### config.mk
export PLATFORM = sky130hd
export DESIGN_NAME = dither_dac_spi_flat
export DESIGN_NICKNAME = d
export VERILOG_FILES = /design/src/rtl/dither_dac_spi_if.sv /design/src/rtl/dither_dac_spi.sv /design/src/flat_wrapper.sv
export SDC_FILE = /design/constraint.sdc
export NUM_CORES = 1
export LEC_CHECK = 0
export BUFFER_PORTS_ARGS = -buffer_cell sky130_fd_sc_hd__buf_2
export CAP_MARGIN = 5
export CELL_PAD_IN_SITES_DETAIL_PLACEMENT = 1
export CELL_PAD_IN_SITES_GLOBAL_PLACEMENT = 1
export CORE_AREA = 10 10 125 127
export CTS_BUF_LIST = sky130_fd_sc_hd__clkbuf_4
export DETAILED_ROUTE_END_ITERATION = 16
export DIE_AREA = 0 0 135 137
export PLACE_DENSITY = 0.92
export SYNTH_ARGS = -nofsm -noshare
export SYNTH_HDL_FRONTEND = slang
export SYNTH_SLANG_ARGS = --single-unit
### constraint.sdc
create_clock -name i_clk -period 9.1 [get_ports i_clk]
set_clock_uncertainty 0.05 [all_clocks]
set_input_delay 1.82 -clock i_clk [delete_from_list [all_inputs] [get_ports i_clk]]
set_output_delay 1.82 -clock i_clk [all_outputs]
set_load 0.1 [all_outputs]
### src/rtl/dither_dac_spi_if.sv
// Serial DAC pins driven by dither_dac_spi.
// Master drives SPI mode 0; slave is the DAC side.
interface dither_dac_spi_if;
    logic sclk;
    logic cs_n;
    logic mosi;

    modport master (output sclk, output cs_n, output mosi);
    modport slave  (input  sclk, input  cs_n, input  mosi);
endinterface

### src/rtl/dither_dac_spi.sv
// Dither DAC writer: bias-adds, saturates and offset-binary encodes
// the dither level, then sends {cmd, code} over SPI mode 0.
module dither_dac_spi #(
    parameter int                  DAC_BITS = 16,
    parameter int                  CMD_BITS = 8,
    parameter logic [CMD_BITS-1:0] DAC_CMD  = 8'h30,
    parameter int                  SCLK_DIV = 4
) (
    input  logic                 i_clk,
    input  logic                 i_rst,
    input  logic                 i_en,
    input  logic signed [31:0]   i_dither_out,
    input  logic signed [31:0]   i_bias,
    input  logic [31:0]          i_update_period,
    dither_dac_spi_if.master     spi,
    output logic                 o_busy,
    output logic                 o_done,
    output logic [DAC_BITS-1:0]  o_code,
    output logic                 o_sat
);
    localparam int FW = CMD_BITS + DAC_BITS;
    localparam int DW = $clog2(SCLK_DIV + 1);
    localparam int BW = $clog2(FW + 1);
    localparam logic signed [32:0] MAXV = (33'sd1 <<< (DAC_BITS - 1)) - 33'sd1;
    localparam logic signed [32:0] MINV = -(33'sd1 <<< (DAC_BITS - 1));
    localparam logic [DAC_BITS-1:0] MSB = {1'b1, {(DAC_BITS - 1){1'b0}}};

    typedef enum logic [2:0] {S_IDLE, S_LOAD, S_SHIFT, S_HOLD, S_GAP} state_t;

    state_t              state_q, state_d;
    logic [31:0]         cnt_q, cnt_d;
    logic                req_q, req_d;
    logic [DW-1:0]       div_q, div_d;
    logic                phase_q, phase_d;
    logic [BW-1:0]       bit_q, bit_d;
    logic [FW-1:0]       sh_q, sh_d;
    logic [DAC_BITS-1:0] code_q, code_d;
    logic                sat_q, sat_d;

    logic                cnt_zero, req_now, div_end, last_bit, start;
    logic signed [32:0]  sum, clp;
    logic                clamp;
    logic [DAC_BITS-1:0] code_new;

    assign cnt_zero = (cnt_q == 32'd0);
    assign req_now  = req_q | cnt_zero;
    assign div_end  = (div_q == DW'(SCLK_DIV - 1));
    assign last_bit = (bit_q == BW'(FW - 1));
    // A request seen on the done cycle chains straight into the next LOAD.
    assign start    = req_now && i_en &&
                      (state_q == S_IDLE || (state_q == S_GAP && div_end));

    always_comb begin
        sum      = {i_dither_out[31], i_dither_out} + {i_bias[31], i_bias};
        clamp    = (sum > MAXV) || (sum < MINV);
        clp      = (sum > MAXV) ? MAXV : ((sum < MINV) ? MINV : sum);
        code_new = DAC_BITS'(clp) ^ MSB;
    end

    always_ff @(posedge i_clk) begin
        if (i_rst) begin
            state_q <= S_IDLE;
            cnt_q   <= '0;
            req_q   <= 1'b0;
            div_q   <= '0;
            phase_q <= 1'b0;
            bit_q   <= '0;
            sh_q    <= '0;
            code_q  <= MSB;
            sat_q   <= 1'b0;
        end else begin
            state_q <= state_d;
            cnt_q   <= cnt_d;
            req_q   <= req_d;
            div_q   <= div_d;
            phase_q <= phase_d;
            bit_q   <= bit_d;
            sh_q    <= sh_d;
            code_q  <= code_d;
            sat_q   <= sat_d;
        end
    end

    always_comb begin
        state_d = state_q;
        cnt_d   = cnt_zero ? i_update_period : cnt_q - 32'd1;
        req_d   = start ? 1'b0 : (cnt_zero ? 1'b1 : req_q);
        div_d   = '0;
        phase_d = 1'b0;
        bit_d   = bit_q;
        sh_d    = sh_q;
        code_d  = code_q;
        sat_d   = sat_q;
        unique case (state_q)
            S_IDLE: begin
                if (start) state_d = S_LOAD;
            end
            S_LOAD: begin
                state_d = S_SHIFT;
                code_d  = code_new;
                sat_d   = clamp;
                sh_d    = {DAC_CMD, code_new};
                bit_d   = '0;
            end
            S_SHIFT: begin
                div_d   = div_end ? '0 : div_q + DW'(1);
                phase_d = div_end ? ~phase_q : phase_q;
                // Shift at the end of the high phase so MOSI moves as SCLK falls.
                if (div_end && phase_q) begin
                    sh_d  = sh_q << 1;
                    bit_d = bit_q + BW'(1);
                    if (last_bit) state_d = S_HOLD;
                end
            end
            S_HOLD: begin
                div_d = div_end ? '0 : div_q + DW'(1);
                if (div_end) state_d = S_GAP;
            end
            S_GAP: begin
                div_d = div_end ? '0 : div_q + DW'(1);
                if (div_end) state_d = start ? S_LOAD : S_IDLE;
            end
            default: state_d = S_IDLE;
        endcase
    end

    always_comb begin
        o_busy   = (state_q != S_IDLE);
        o_done   = (state_q == S_GAP) && div_end;
        o_code   = code_q;
        o_sat    = sat_q;
        spi.cs_n = !(state_q == S_SHIFT || state_q == S_HOLD);
        spi.sclk = (state_q == S_SHIFT) && phase_q;
        spi.mosi = (state_q == S_SHIFT) && sh_q[FW-1];
    end
endmodule

### src/flat_wrapper.sv
// flat-port wrapper written by rule: the top's interface ports become plain ports
module dither_dac_spi_flat 
#(
    parameter int                  DAC_BITS = 16,
    parameter int                  CMD_BITS = 8,
    parameter logic [CMD_BITS-1:0] DAC_CMD  = 8'h30,
    parameter int                  SCLK_DIV = 4
)
  (i_clk, i_rst, i_en, i_dither_out, i_bias, i_update_period, o_busy, o_done, o_code, o_sat, spi_sclk, spi_cs_n, spi_mosi);
  dither_dac_spi_if spi_i ();
  input  logic i_clk;
  input  logic i_rst;
  input  logic i_en;
  input  logic signed [31:0] i_dither_out;
  input  logic signed [31:0] i_bias;
  input  logic [31:0] i_update_period;
  output logic o_busy;
  output logic o_done;
  output logic [DAC_BITS-1:0] o_code;
  output logic o_sat;
  output wire logic [$bits(spi_i.sclk)-1:0] spi_sclk;
  output wire logic [$bits(spi_i.cs_n)-1:0] spi_cs_n;
  output wire logic [$bits(spi_i.mosi)-1:0] spi_mosi;
  assign spi_sclk = spi_i.sclk;
  assign spi_cs_n = spi_i.cs_n;
  assign spi_mosi = spi_i.mosi;
  dither_dac_spi #(.DAC_BITS(DAC_BITS), .CMD_BITS(CMD_BITS), .DAC_CMD(DAC_CMD), .SCLK_DIV(SCLK_DIV)) u_core (.i_clk(i_clk), .i_rst(i_rst), .i_en(i_en), .i_dither_out(i_dither_out), .i_bias(i_bias), .i_update_period(i_update_period), .spi(spi_i), .o_busy(o_busy), .o_done(o_done), .o_code(o_code), .o_sat(o_sat));
endmodule
==> summary.txt <==
Final layout
  – Nets@finish: 951
  – Area Growth Syn to Fin: 13.7%
  – Layout cells sized above 1: 0.210
  – Fillers: 1680

GRT
  – GR Layer Usage met3: 0.0345
  – Met1 Track Usage GR: 0.228
  – GR peak layer: met2
  – Vias in the first global route: 6035
  – Global-route wire length before repair: 29.3 mm
  – Total gr overflow: 0
  – M2 GR Usage: 0.323
  – Total GRT Usage: 0.187
  – Initial antenna violation count: 2
  – Largest net degree at the start of global routing: 70

Synth
  – Flop and latch count out of synthesis: 86
  – Sequential share of the synthesized area: 0.298
  – Top cells by count, synth: nor2_1 (87), dfxtp_1 (86), nand2_1 (59), a21oi_1 (55), xnor2_1 (37)
  – Synth Flop Type: dfxtp_1
  – Avg Inst Size Synth: between 8 and 9 um^2
  – Post-Syn Instances: 721
  – Most common cell in the synthesized netlist: nor2_1
  – Share of the synthesized area in the top cell type: 0.298
  – Synth area leaders: dfxtp_1 (30%), ha_1 (7.8%), nor2_1 (5.7%)
  – Synth async-reset ratio: 0
  – Syn. warnings: 0
  – Count of different cell masters after synthesis: 70
  – Dominant cell type by area after synthesis: dfxtp_1
  – Post-synth EDFFs: 0
  – Mapped Area: between 5000 and 6000 um^2
  – Net Count, Synth: 857

Clock network
  – CTS tree: yes
  – CTS clk-pin slew, worst paths: 0.13 ns
  – Htree depth: 3
  – Setup bufs post-CTS: 0
  – Clk buf depth: 2
  – CTS Buf Count: 9
  – Clock Tree Root: clkbuf_4
  – Post_cts resized: 0
  – Hold_buf cts: 0
  – Clock sinks: 86
  – Worst skew pair latency: 0.44 ns

STA
  – Max Freq: 0.179 GHz
  – RSZ-0062 raised after global routing: no
  – Worst slew pin tran: roughly 1.1 ns
  – Fin. max-slew vios: 0
  – WHS: between 0.3 and 0.4 ns
  – Final hold violation count: 0
  – Minimum clock period: between 5 and 6 ns
  – # setup viols final: 0
  – Fin crit share: 0.614
  – Worst slew margin: 0.252
  – Setup_tns: 0 ns

Worst setup path
  – CP max-delay cell: or4_1
  – Critical path destination: u_core.o_code[11]
  – Critical Path Start: i_dither_out[0]
  – Setup slack, reg-to-reg: 6.06 ns
  – Worst Setup End Kind: flip-flop
  – Largest fanout on the critical path: 30
  – Crit path buf inv count: 2
  – Startpoint Class: primary input
  – CP Cell Sequence: buf_2, ha_1, inv_1, fa_1, and2b_1, o2111ai_2, a2111oi_0, nor3_1, xnor2_1, nand4_1, or3_1, or4_1, nor4_2, o21a_2, a221o_2
  – Critical path class: in2reg
  – CP top delay family: simple AND/OR/NAND/NOR gates
  – Critical Path RT: around 9.4 ns
  – Path depth of the worst reg2reg path: 8
  – CP arrival: 5.93 ns
  – Reg2Reg Launch Point: u_core.cnt_q[2]
  – Worst path max stage delay: 0.55 ns
  – Worst reg2reg endpoint: u_core.cnt_q[31]
  – Logic depth of the worst path, buffers included: 15

Power and ir drop
  – P per Cell Area: 201 nW/um^2
  – Peak VDD IR: 0.0799 mV
  – Leak: 2.84 nW

Place
  – GPL Wtd Cong: approximately 0.86
  – Number of port buffers: 120
  – Dpl hpwl: 13.6 mm

Status
  – Status: completed

Detailed routing
  – Final ANT Viol Nets: 0
  – 1st-pass router iterations: 4
  – DR DRC count: 0
  – First DRT Iteration DRCs: 316
  – Routed WL: 17.4 mm
  – Via count: 5751
  – WL per Instance: 17.5 um
  – Vias per cell: 5.77

Floorplan
  – Top Ports: 121
  – Site Rows: 42
  – Chip height: between 100 and 150 um
  – Core area: 13100 um^2
  – Die X: 135 um
  – Die area: 18500 um^2
  – Starting density of the core: 0.441

Run
  – Max-Cap Viols: 0

Worst hold path
  – Hold Path Class: reg2reg
## layout by cell type (no fill, tap or decap), drive strengths merged, types with 6 or more instances in the layout
master / n
a211o: 18
a211oi: 23
a21o: 14
a21oi: 55
a221o: 17
a31oi: 6
and2: 6
buf: 125
clkbuf: 9
dfxtp: 86
ha: 36
inv: 15
nand2: 59
nand3: 28
nand4: 13
nor2: 87
nor2b: 7
nor3: 35
nor4: 8
o21ai: 19
o31ai: 6
or2: 8
or3: 11
or4: 8
xnor2: 37
xor2: 14
## worst reg2reg max path: stages, from the launching register on
cell,delay (ns)
dfxtp_1,0.38
nor4_1,0.54
and3_1,0.34
nand2_1,0.14
or2_2,0.35
or3b_2,0.55
nor4_1,0.25
xnor2_1,0.11
a211oi_1,0.24
## final cells by class
type                       instances  area, um^2  area share
timing repair buffer             125         638      0.0972
multi-input combinational        578        3800       0.579
sequential                        86        1720       0.262
inverter                          15        56.3     0.00857
clock buffer                       9        67.6      0.0103
antenna                            2        5.00    0.000762
tap                              176         220      0.0335
clock inverter                     6        53.8     0.00819
## per-stage QoR
stage           util  worst slack, ns  cell area [um^2]  total power, W  instances
3_3_place_gp   0.492             3.29              6440         0.00109        980
2_1_floorplan      -             3.89              5780        0.000974        721
6_report       0.502             3.51              6570         0.00132        997
4_1_cts        0.502             3.59              6560         0.00132        995
5_1_grt        0.502             3.23              6570         0.00142        997
3_5_place_dp   0.492             3.13              6440         0.00111        980
## routing by layer
layer  up-vias  part of all wire
li1       2834                 -
met1      2768              0.44
met2       123              0.50
met3        26             0.044
met4         0             0.020
met5         -                 0
## flip-flops by register name, summed over array words and instances, names as in the netlist
register        cells
u_core.cnt_q       32
u_core.o_code      16
u_core.state_q      3
u_core.o_sat        1
u_core.req_q        1
u_core.div_q        3
u_core.sh_q        24
u_core.phase_q      1
u_core.bit_q        5
## power by group
group	internal, W	leakage (nW)	total (W)	switching, W
clock	0.0000793	0.0643	0.000207	0.000128
combinational	0.000232	2.08	0.000613	0.000381
sequential	0.000443	0.697	0.000498	0.0000550
total	0.000754	2.84	0.00132	0.000564
## how the worst min path moves through the flow
stage | startpoint | end | slack [ns] | depth (start not counted)
finish | u_core.div_q[0] | u_core.div_q[0] | 0.39 | 1
global route | u_core.div_q[0] | u_core.div_q[0] | 0.40 | 1
global placement | u_core.div_q[0] | u_core.div_q[0] | 0.36 | 1
floorplan | u_core.div_q[0] | u_core.div_q[0] | 0.35 | 1
detailed placement | u_core.div_q[0] | u_core.div_q[0] | 0.38 | 1
CTS | u_core.div_q[0] | u_core.div_q[0] | 0.40 | 1
## kinds of logic (layout without fill, tap and decap cells)
family | count (synthesis) | in the layout | share of synthesized area
mux | 5 | 5 | 0.00888
compound gates | 190 | 190 | 0.239
buf+inv | 57 | 155 | 0.0442
fa+ha+maj | 37 | 37 | 0.0815
other cells | 0 | 2 | 0
simple gates | 295 | 295 | 0.251
xor+xnor | 51 | 51 | 0.0773
flops | 86 | 86 | 0.298
Note: power is estimated with default switching activity, not from simulation.
